File: src/rtl/watch_pkg.sv
// Shared constants, digit types and hour-to-display conversion for the watch time counter.
package watch_pkg;

    localparam int unsigned SEC_MAX    = 59;
    localparam int unsigned MIN_MAX    = 59;
    localparam int unsigned HR_MAX     = 23;
    localparam int unsigned HR_12_NOON = 12;

    typedef logic [3:0] bcd_t;

    typedef struct packed {
        bcd_t tens;
        bcd_t ones;
    } bcd2_t;

    typedef struct packed {
        bcd_t hr_tens;
        bcd_t hr_ones;
        bcd_t min_tens;
        bcd_t min_ones;
        bcd_t sec_tens;
        bcd_t sec_ones;
        logic pm;
        logic colon;
    } disp_t;

    // Internal hours are always 0-23; 12-hour mode maps 0 to 12 and 13-23 to 1-11.
    function automatic bcd2_t hr_to_bcd(input logic [4:0] hr, input logic mode_12h);
        logic [4:0] h;
        bcd2_t      r;
        h = hr;
        if (mode_12h) begin
            if (hr == 5'd0) begin
                h = 5'(HR_12_NOON);
            end else if (hr > 5'(HR_12_NOON)) begin
                h = hr - 5'(HR_12_NOON);
            end
        end
        if (h >= 5'd20) begin
            r.tens = 4'd2;
            r.ones = 4'(h - 5'd20);
        end else if (h >= 5'd10) begin
            r.tens = 4'd1;
            r.ones = 4'(h - 5'd10);
        end else begin
            r.tens = 4'd0;
            r.ones = h[3:0];
        end
        return r;
    endfunction

endpackage

File: src/rtl/bcd_mod_counter.sv
// Two-digit BCD counter wrapping at MAX; carry_out flags the wrapping increment.
module bcd_mod_counter
    import watch_pkg::*;
#(
    parameter int unsigned MAX = 59
) (
    input  logic clk,
    input  logic rst,
    input  logic inc,
    input  logic clr,
    output bcd_t ones,
    output bcd_t tens,
    output logic carry_out
);

    localparam bcd_t MaxOnes = bcd_t'(MAX % 10);
    localparam bcd_t MaxTens = bcd_t'(MAX / 10);

    bcd_t ones_q, ones_d;
    bcd_t tens_q, tens_d;
    logic at_max;

    assign at_max = (ones_q == MaxOnes) && (tens_q == MaxTens);

    always_comb begin
        ones_d    = ones_q;
        tens_d    = tens_q;
        carry_out = 1'b0;
        if (clr) begin
            ones_d = '0;
            tens_d = '0;
        end else if (inc) begin
            if (at_max) begin
                ones_d    = '0;
                tens_d    = '0;
                carry_out = 1'b1;
            end else if (ones_q == 4'd9) begin
                ones_d = '0;
                tens_d = tens_q + 4'd1;
            end else begin
                ones_d = ones_q + 4'd1;
            end
        end
    end

    always_ff @(posedge clk) begin
        if (rst) begin
            ones_q <= '0;
            tens_q <= '0;
        end else begin
            ones_q <= ones_d;
            tens_q <= tens_d;
        end
    end

    assign ones = ones_q;
    assign tens = tens_q;

endmodule

File: src/rtl/watch_time_counter.sv
// Time-of-day counter with set mode, 12/24-hour display and a registered BCD display stage.
module watch_time_counter
    import watch_pkg::*;
#(
    parameter int unsigned RESET_HOUR         = 0,
    parameter bit          SET_CLEARS_SECONDS = 1'b1
) (
    input  logic clk,
    input  logic rst,
    input  logic tick_1hz,
    input  logic set_mode,
    input  logic btn_min,
    input  logic btn_hr,
    input  logic mode_12h,
    output bcd_t sec_ones,
    output bcd_t sec_tens,
    output bcd_t min_ones,
    output bcd_t min_tens,
    output bcd_t hr_ones,
    output bcd_t hr_tens,
    output logic pm,
    output logic colon
);

    logic       set_q, set_d;
    logic       btn_min_q, btn_min_d;
    logic       btn_hr_q, btn_hr_d;
    logic       blink_q, blink_d;
    logic [4:0] hr_q, hr_d;
    disp_t      disp_q, disp_d;

    logic  run_tick, min_edge, hr_edge;
    logic  sec_inc, sec_clr, sec_carry;
    logic  min_inc, min_carry, hr_inc;
    bcd_t  sec_o, sec_t, min_o, min_t;
    bcd2_t hr_digits;

    assign run_tick = tick_1hz & ~set_mode;
    assign min_edge = btn_min & ~btn_min_q;
    assign hr_edge  = btn_hr & ~btn_hr_q;

    // Seconds are cleared on entry and held at zero for the whole set session.
    assign sec_inc = run_tick;
    assign sec_clr = set_mode & SET_CLEARS_SECONDS;
    assign min_inc = set_mode ? min_edge : sec_carry;
    assign hr_inc  = set_mode ? hr_edge : min_carry;

    bcd_mod_counter #(
        .MAX (SEC_MAX)
    ) u_sec (
        .clk       (clk),
        .rst       (rst),
        .inc       (sec_inc),
        .clr       (sec_clr),
        .ones      (sec_o),
        .tens      (sec_t),
        .carry_out (sec_carry)
    );

    bcd_mod_counter #(
        .MAX (MIN_MAX)
    ) u_min (
        .clk       (clk),
        .rst       (rst),
        .inc       (min_inc),
        .clr       (1'b0),
        .ones      (min_o),
        .tens      (min_t),
        .carry_out (min_carry)
    );

    always_comb begin
        hr_d      = hr_q;
        set_d     = set_mode;
        btn_min_d = btn_min;
        btn_hr_d  = btn_hr;
        blink_d   = blink_q ^ run_tick;
        if (hr_inc) begin
            hr_d = (hr_q == 5'(HR_MAX)) ? 5'd0 : hr_q + 5'd1;
        end
    end

    always_comb begin
        hr_digits       = hr_to_bcd(hr_q, mode_12h);
        disp_d          = '0;
        disp_d.hr_tens  = hr_digits.tens;
        disp_d.hr_ones  = hr_digits.ones;
        disp_d.min_tens = min_t;
        disp_d.min_ones = min_o;
        disp_d.sec_tens = sec_t;
        disp_d.sec_ones = sec_o;
        disp_d.pm       = (hr_q >= 5'(HR_12_NOON));
        disp_d.colon    = set_q | blink_q;
    end

    // Button history resets high so a button held through reset is not seen as a press.
    always_ff @(posedge clk) begin
        if (rst) begin
            hr_q      <= 5'(RESET_HOUR);
            set_q     <= 1'b0;
            btn_min_q <= 1'b1;
            btn_hr_q  <= 1'b1;
            blink_q   <= 1'b0;
            disp_q    <= '0;
        end else begin
            hr_q      <= hr_d;
            set_q     <= set_d;
            btn_min_q <= btn_min_d;
            btn_hr_q  <= btn_hr_d;
            blink_q   <= blink_d;
            disp_q    <= disp_d;
        end
    end

    assign sec_ones = disp_q.sec_ones;
    assign sec_tens = disp_q.sec_tens;
    assign min_ones = disp_q.min_ones;
    assign min_tens = disp_q.min_tens;
    assign hr_ones  = disp_q.hr_ones;
    assign hr_tens  = disp_q.hr_tens;
    assign pm       = disp_q.pm;
    assign colon    = disp_q.colon;

endmodule
File: config.mk
export PLATFORM = sky130hd
export DESIGN_NAME = watch_time_counter
export DESIGN_NICKNAME = d
export VERILOG_FILES = /design/src/rtl/watch_pkg.sv /design/src/rtl/bcd_mod_counter.sv /design/src/rtl/watch_time_counter.sv
export SDC_FILE = /design/constraint.sdc
export NUM_CORES = 1
export LEC_CHECK = 0
export BUFFER_PORTS_ARGS = -buffer_cell sky130_fd_sc_hd__buf_2
export CAP_MARGIN = 20
export CORE_MARGIN = 4
export CORE_UTILIZATION = 34
export DETAILED_ROUTE_END_ITERATION = 12
export GPL_TIMING_DRIVEN = 0
export PLACE_DENSITY_LB_ADDON = 0.12
export SYNTH_ARGS = -nofsm -noshare
export SYNTH_HDL_FRONTEND = slang
export SYNTH_SLANG_ARGS = --single-unit
export TNS_END_PERCENT = 10
File: constraint.sdc
create_clock -name clk -period 3.1 [get_ports clk]
set_input_delay 0.62 -clock clk [delete_from_list [all_inputs] [get_ports clk]]
set_output_delay 0.62 -clock clk [all_outputs]
set_load 0.05 [all_outputs]
# Word level (Yosys, flattened, before mapping)
# Cells that the tools add are included.
# classes
mux,20
reduce_logical,9
n_addsub,8
bitwise_logic,8
n_eq_ne,5
n_lt_le_gt_ge,4
# ops
operator,count
4-bit 2-to-1 mux,8
5-bit 2-to-1 mux,5
"4-bit by 1-bit adder with 4-bit output, second input constant",4
"5-bit by 4-bit greater-or-equal comparator with 1-bit output, second input constant",2
"4-bit by 3-bit equality test with 1-bit output, second input constant",2
"4-bit equality test, second input constant",2
1-bit 2-to-1 mux,6
6-bit 2-to-1 mux,1
"5-bit by 1-bit adder with 5-bit output, second input constant",1
"5-bit equality test, second input constant",1
"5-bit greater-or-equal comparator, second input constant",1
"5-bit by 4-bit > comparator with 1-bit output, second input constant",1
5-bit logical NOT,1
"5-bit by 4-bit subtractor with 5-bit output, second input constant",1
2-bit AND reduction,2
2-bit nonzero test,2
2-bit OR reduction,2
"4-bit by 3-bit subtractor with 4-bit output, second input constant",1
"4-bit subtractor, second input constant",1
1-bit AND,3
1-bit inverter,3
1-bit logical AND,2
1-bit OR,1
1-bit bitwise XOR,1
# totals
elab_cells,72
reg_bits,51
out_inout_bits,26
input_bits,7

# Depth between registers and ports, before layout
# logic_depth
ltp_word,7
mapped_depth,11
mapped_depth_nobuf,10

# By module
# A second synthesis with hierarchy kept.
# hier_totals
hier_cells,245
area_unflattened_um2,2301.0
# by_module_without_submodules
mod,instances,seq_area_each_um2,area_each_um2,cells_each
watch_time_counter,1,660.6,1425.1,145
bcd_mod_counter,2,160.2,437.9,50

# Least setup slack after synthesis
# No wires, ideal clock.
# synth_timing
path_kind,flip-flop to flip-flop
startpoint,register hr_q[1]
endpoint,"register disp_q, in the netlist hr_ones[1]"
path_stages_with_launch,11
slack_ps,688
arrival_ps,2324
setup_time_ps,88
period_less_slack_ps,2412
n_path_buf,1
t_required_ps,3012
path_cell_list,dfxtp_1 inv_1 ha_1 a21boi_2 o311ai_1 or2_1 buf_6 ha_1 a31o_2 o32a_1 o32ai_2
# synth_between
elab_chain_cells,7
word_cells_on_any_way,12
cone_classes,add/sub: 3; order compare: 3; mux: 5; reduce/logical: 1
# synth_lines
element,line_no,source
"start, declared",watch_time_counter.sv:29,"logic [4:0] hr_q, hr_d;"
"start signal, assigned",watch_time_counter.sv:99,hr_q <= 5'(RESET_HOUR);
"start signal, assigned",watch_time_counter.sv:106,hr_q <= hr_d;
5-bit by 4-bit subtractor with 5-bit output / 5-bit by 4-bit > comparator with 1-bit output (equally long branches),"watch_pkg.sv:36, watch_pkg.sv:35",
5-bit 2-to-1 mux,watch_pkg.sv:35,end else if (hr > 5'(HR_12_NOON)) begin
5-bit 2-to-1 mux,watch_pkg.sv:33,if (hr == 5'd0) begin
5-bit 2-to-1 mux (*),watch_pkg.sv:32,if (mode_12h) begin
4-bit subtractor / 5-bit by 4-bit greater-or-equal comparator with 1-bit output (equally long branches),"watch_pkg.sv:44, watch_pkg.sv:42",
5-bit 2-to-1 mux,watch_pkg.sv:42,end else if (h >= 5'd10) begin
6-bit 2-to-1 mux (*),watch_pkg.sv:39,if (h >= 5'd20) begin
"end signal, assigned",watch_time_counter.sv:111,disp_q <= disp_d;
"end, declared",watch_time_counter.sv:30,"disp_t disp_q, disp_d;"
# Every way passes the cells marked *; elsewhere a longest branch is shown, timed or not.
# A chain may end at the register's enable or synchronous reset.

# Final worst setup path
# Same ends and word-level chain as after synthesis.

==> summary.txt <==
Cells and area
  • Final Instance Area: around 0.0025 mm²
  • Final Util: 40.2%
  • Layout cell share with drive strength beyond 1: 19.6%
  • Final nets: between 200 and 300
  • Most frequent cells in the layout: dfxtp_1 (49), nor2_1 (36), buf_2 (30)
  • Most common cell after layout, fill and taps aside: dfxtp_1
  • Synthesis-to-layout area growth: 14.9%
  • Antenna Cells: 0
  • Fill cells: 652

Logic synthesis
  • Yosys Warn Count: 0
  • Sequential fraction of the synthesis area: 44.2%
  • Number of synthesized flops with an enable pin: 0
  • Post-Synthesis Mean Instance Area: about 9.5 µm²
  • Post-Syn Area: approximately 0.0022 mm²
  • Main flop type after synthesis: dfxtp_1
  • Mux contribution to synthesized area: roughly 3.2%
  • Largest family of logic cells by synthesized area: simple AND/OR/NAND/NOR gates
  • Cells after Synth: ~230
  • Synth Area in Compound Gates: 14.3%
  • Count of cell types in the netlist: 59
  • Synth Area in Adders: 7.90%
  • Asr flop ratio synth: 0%
  • Post-synthesis simple-gate area fraction: a little under a quarter
  • Synth Register Bits: about 50
  • XOR/XNOR Fraction of Synth Area: 2.76%

Clocking
  • Clock insertion delay at the later pin of the skew report: around 0.30 ns
  • Post_cts resized: 0
  • Clk slew on worst S/H paths: approximately 0.08 ns
  • CTS buffer count: 5
  • H-tree depth: 2
  • Clk root buf: clkbuf_8
  • Max Root-Sink Buffers: 2
  • Buffer count from post-CTS setup fixing: 0
  • TritonCTS clock tree: done
  • Hold_buf cts: 0
  • Clock sink count: roughly 50

Floorplan
  • Starting Density: a little over a third
  • Cell row count: 29
  • Core area: around 0.0063 mm²
  • Die area: 0.00788 mm²
  • Die width: 88.8 µm
  • Die Y: 88.8 µm
  • Io pins: 33

Power and ir drop
  • Power Density: between 400 and 500 mW/mm²
  • Leakage: ~1.1 nW
  • Tot Pwr: 1.11 mW
  • Peak VDD IR: about 0.20 mV

Timing
  • Worst slew margin: 60.0%
  • Post-route setup TNS: 0 ns
  • Endpoints failing setup: 0
  • RSZ-0062 raised after global routing: false
  • Clk_skew: just over 0.008 ns
  • Worst slew pin tran: 0.599 ns
  • Hold Vio Cnt, Final: 0
  • Slew Limit Fails: 0
  • Fin crit share: 87.6%
  • Maximum clock rate: between 0.3 and 0.4 GHz
  • Tmin final: 2.72 ns

Setup path
  • Crit start category: flip-flop
  • Worst r2r path cells: 10
  • CP max stage cell: dfxtp_1
  • CP max stage delay: about 0.5 ns
  • CP cell instances: inv_1 > ha_1 > a21boi_2 > o311ai_1 > or2_1 > buf_6 > ha_1 > a31o_2 > o32a_1 > o32ai_2
  • CP Class: flip-flop to flip-flop
  • Req. time, crit path: 3.31 ns
  • CP dominant cell by count: ha_1
  • Worst Setup End Kind: flip-flop
  • Crit-path max FO: 8
  • CP Data Arrival Time: between 2 and 3 ns

GRT
  • Tot GR Track Use: between 10% and 20%
  • Initial antenna violation count: 0
  • Grt ovf: 0
  • First-pass GRT wire length: 7320 µm
  • Vias in the first global route: approximately 1,600
  • Pin count of the biggest net entering global routing: 14

Min path
  • Hold crit path type: flip-flop to flip-flop
  • WHS Path Cells: 2

Placement
  • Routability cong.: between 0.7 and 0.8
  • Hpwl dp: 3090 µm
  • PortBufs: 29
  • Placed Area: 0.00246 mm²

Flow run
  • Max-capacitance violation count: 0

Drt
  • Vias per std cell: about 4.8
  • Routed Antenna Nets: 0
  • DRC: 0
  • Initial detailed-routing violation count: 67
  • Post-DR wirelength/cell: 12.8 µm
  • DRT Pass-1 Iters: 4
  • Vias: approximately 1,700
  • Total wire length: approximately 4400 µm

Run status
  • Outcome: finished clean
through the flow:
step                      cells  hold slack, ns  worst slack (ns)
after floorplan             234           0.411             0.688
after global placement      340           0.452             0.405
after detailed placement    340           0.451             0.408
after CTS                   347           0.472             0.384
after global routing        347           0.488             0.251
final                       347           0.461             0.384
cells in the mapped netlist, types with 3 or more instances:
cell	count	area [µm²]
nor3_1	7	35.0
inv_1	11	41.3
xnor2_1	3	26.3
nor2_1	36	135
a21oi_1	8	40.0
nand2_1	7	26.3
nand4_1	4	25.0
nor2b_1	17	106
nand2b_1	3	18.8
mux2i_1	6	60.1
nand3_1	5	25.0
xor2_1	4	35.0
nand3b_1	4	30.0
clkbuf_1	5	18.8
ha_1	14	175
dfxtp_1	49	981
a211oi_1	3	22.5
critical path: cells and delay by family, from the launching register on:
kind            cells  cell delay (ns)
flops               1             0.51
fa+ha+maj           2             0.46
buf+inv             2             0.29
simple gates        1             0.24
compound gates      5             1.13
final timing paths:
check                                           from                    end  slack (ns)
worst max register to register  hr_q[1]$_SDFFE_PP0P_  hr_ones[1]$_SDFF_PP0_        0.38
worst min register to register      set_q$_SDFF_PP0_       colon$_SDFF_PP0_        0.46
worst min-delay path                set_q$_SDFF_PP0_       colon$_SDFF_PP0_        0.46
worst max-delay path            hr_q[1]$_SDFFE_PP0P_  hr_ones[1]$_SDFF_PP0_        0.38
logic make-up (layout without fill, tap and decap cells):
group | after synthesis | count (layout)
simple gates | 96 | 96
xor+xnor | 7 | 7
fa+ha+maj | 14 | 14
buf+inv | 21 | 57
compound gates | 38 | 38
mux | 7 | 7
flops | 49 | 49
other cells | 1 | 2
flip-flops by register name, summed over array words and instances (netlist names):
name and cells:
u_sec.ones 4, btn_hr_q 1, pm 1, sec_tens 4, min_tens 4, min_ones 4, sec_ones 4, hr_ones 4
u_sec.tens 4, hr_tens 2, hr_q 5, set_q 1, u_min.tens 4, colon 1, btn_min_q 1, blink_q 1
u_min.ones 4
layout make-up:
type | count | area (µm²) | area share [%]
Timing Repair Buffer | 29 | 145 | 5.69
Tap cell | 77 | 96.3 | 3.78
Inverter | 11 | 41.3 | 1.62
Sequential cell | 49 | 981 | 38.5
Clock buffer | 7 | 86.3 | 3.39
Multi-Input combinational cell | 164 | 1150 | 44.9
Buffer | 10 | 53.8 | 2.11
per-layer routing:
metal | track usage, % | routed length (µm) | up-vias
met1 | 16.6 | 2330 | 750
met2 | 18.1 | 1850 | 35
li1 | - | - | 865
met4 | 4.53 | 55 | 0
met3 | 3.17 | 196 | 6
met5 | 0 | 0 | -
power breakdown:
part / internal (mW) / total, mW / switching (mW)
combinational: 0.0304 / 0.0952 / 0.0648
clock: 0.177 / 0.376 / 0.198
sequential: 0.639 / 0.644 / 0.00514
No activity file was read; power rests on OpenSTA's default activity.
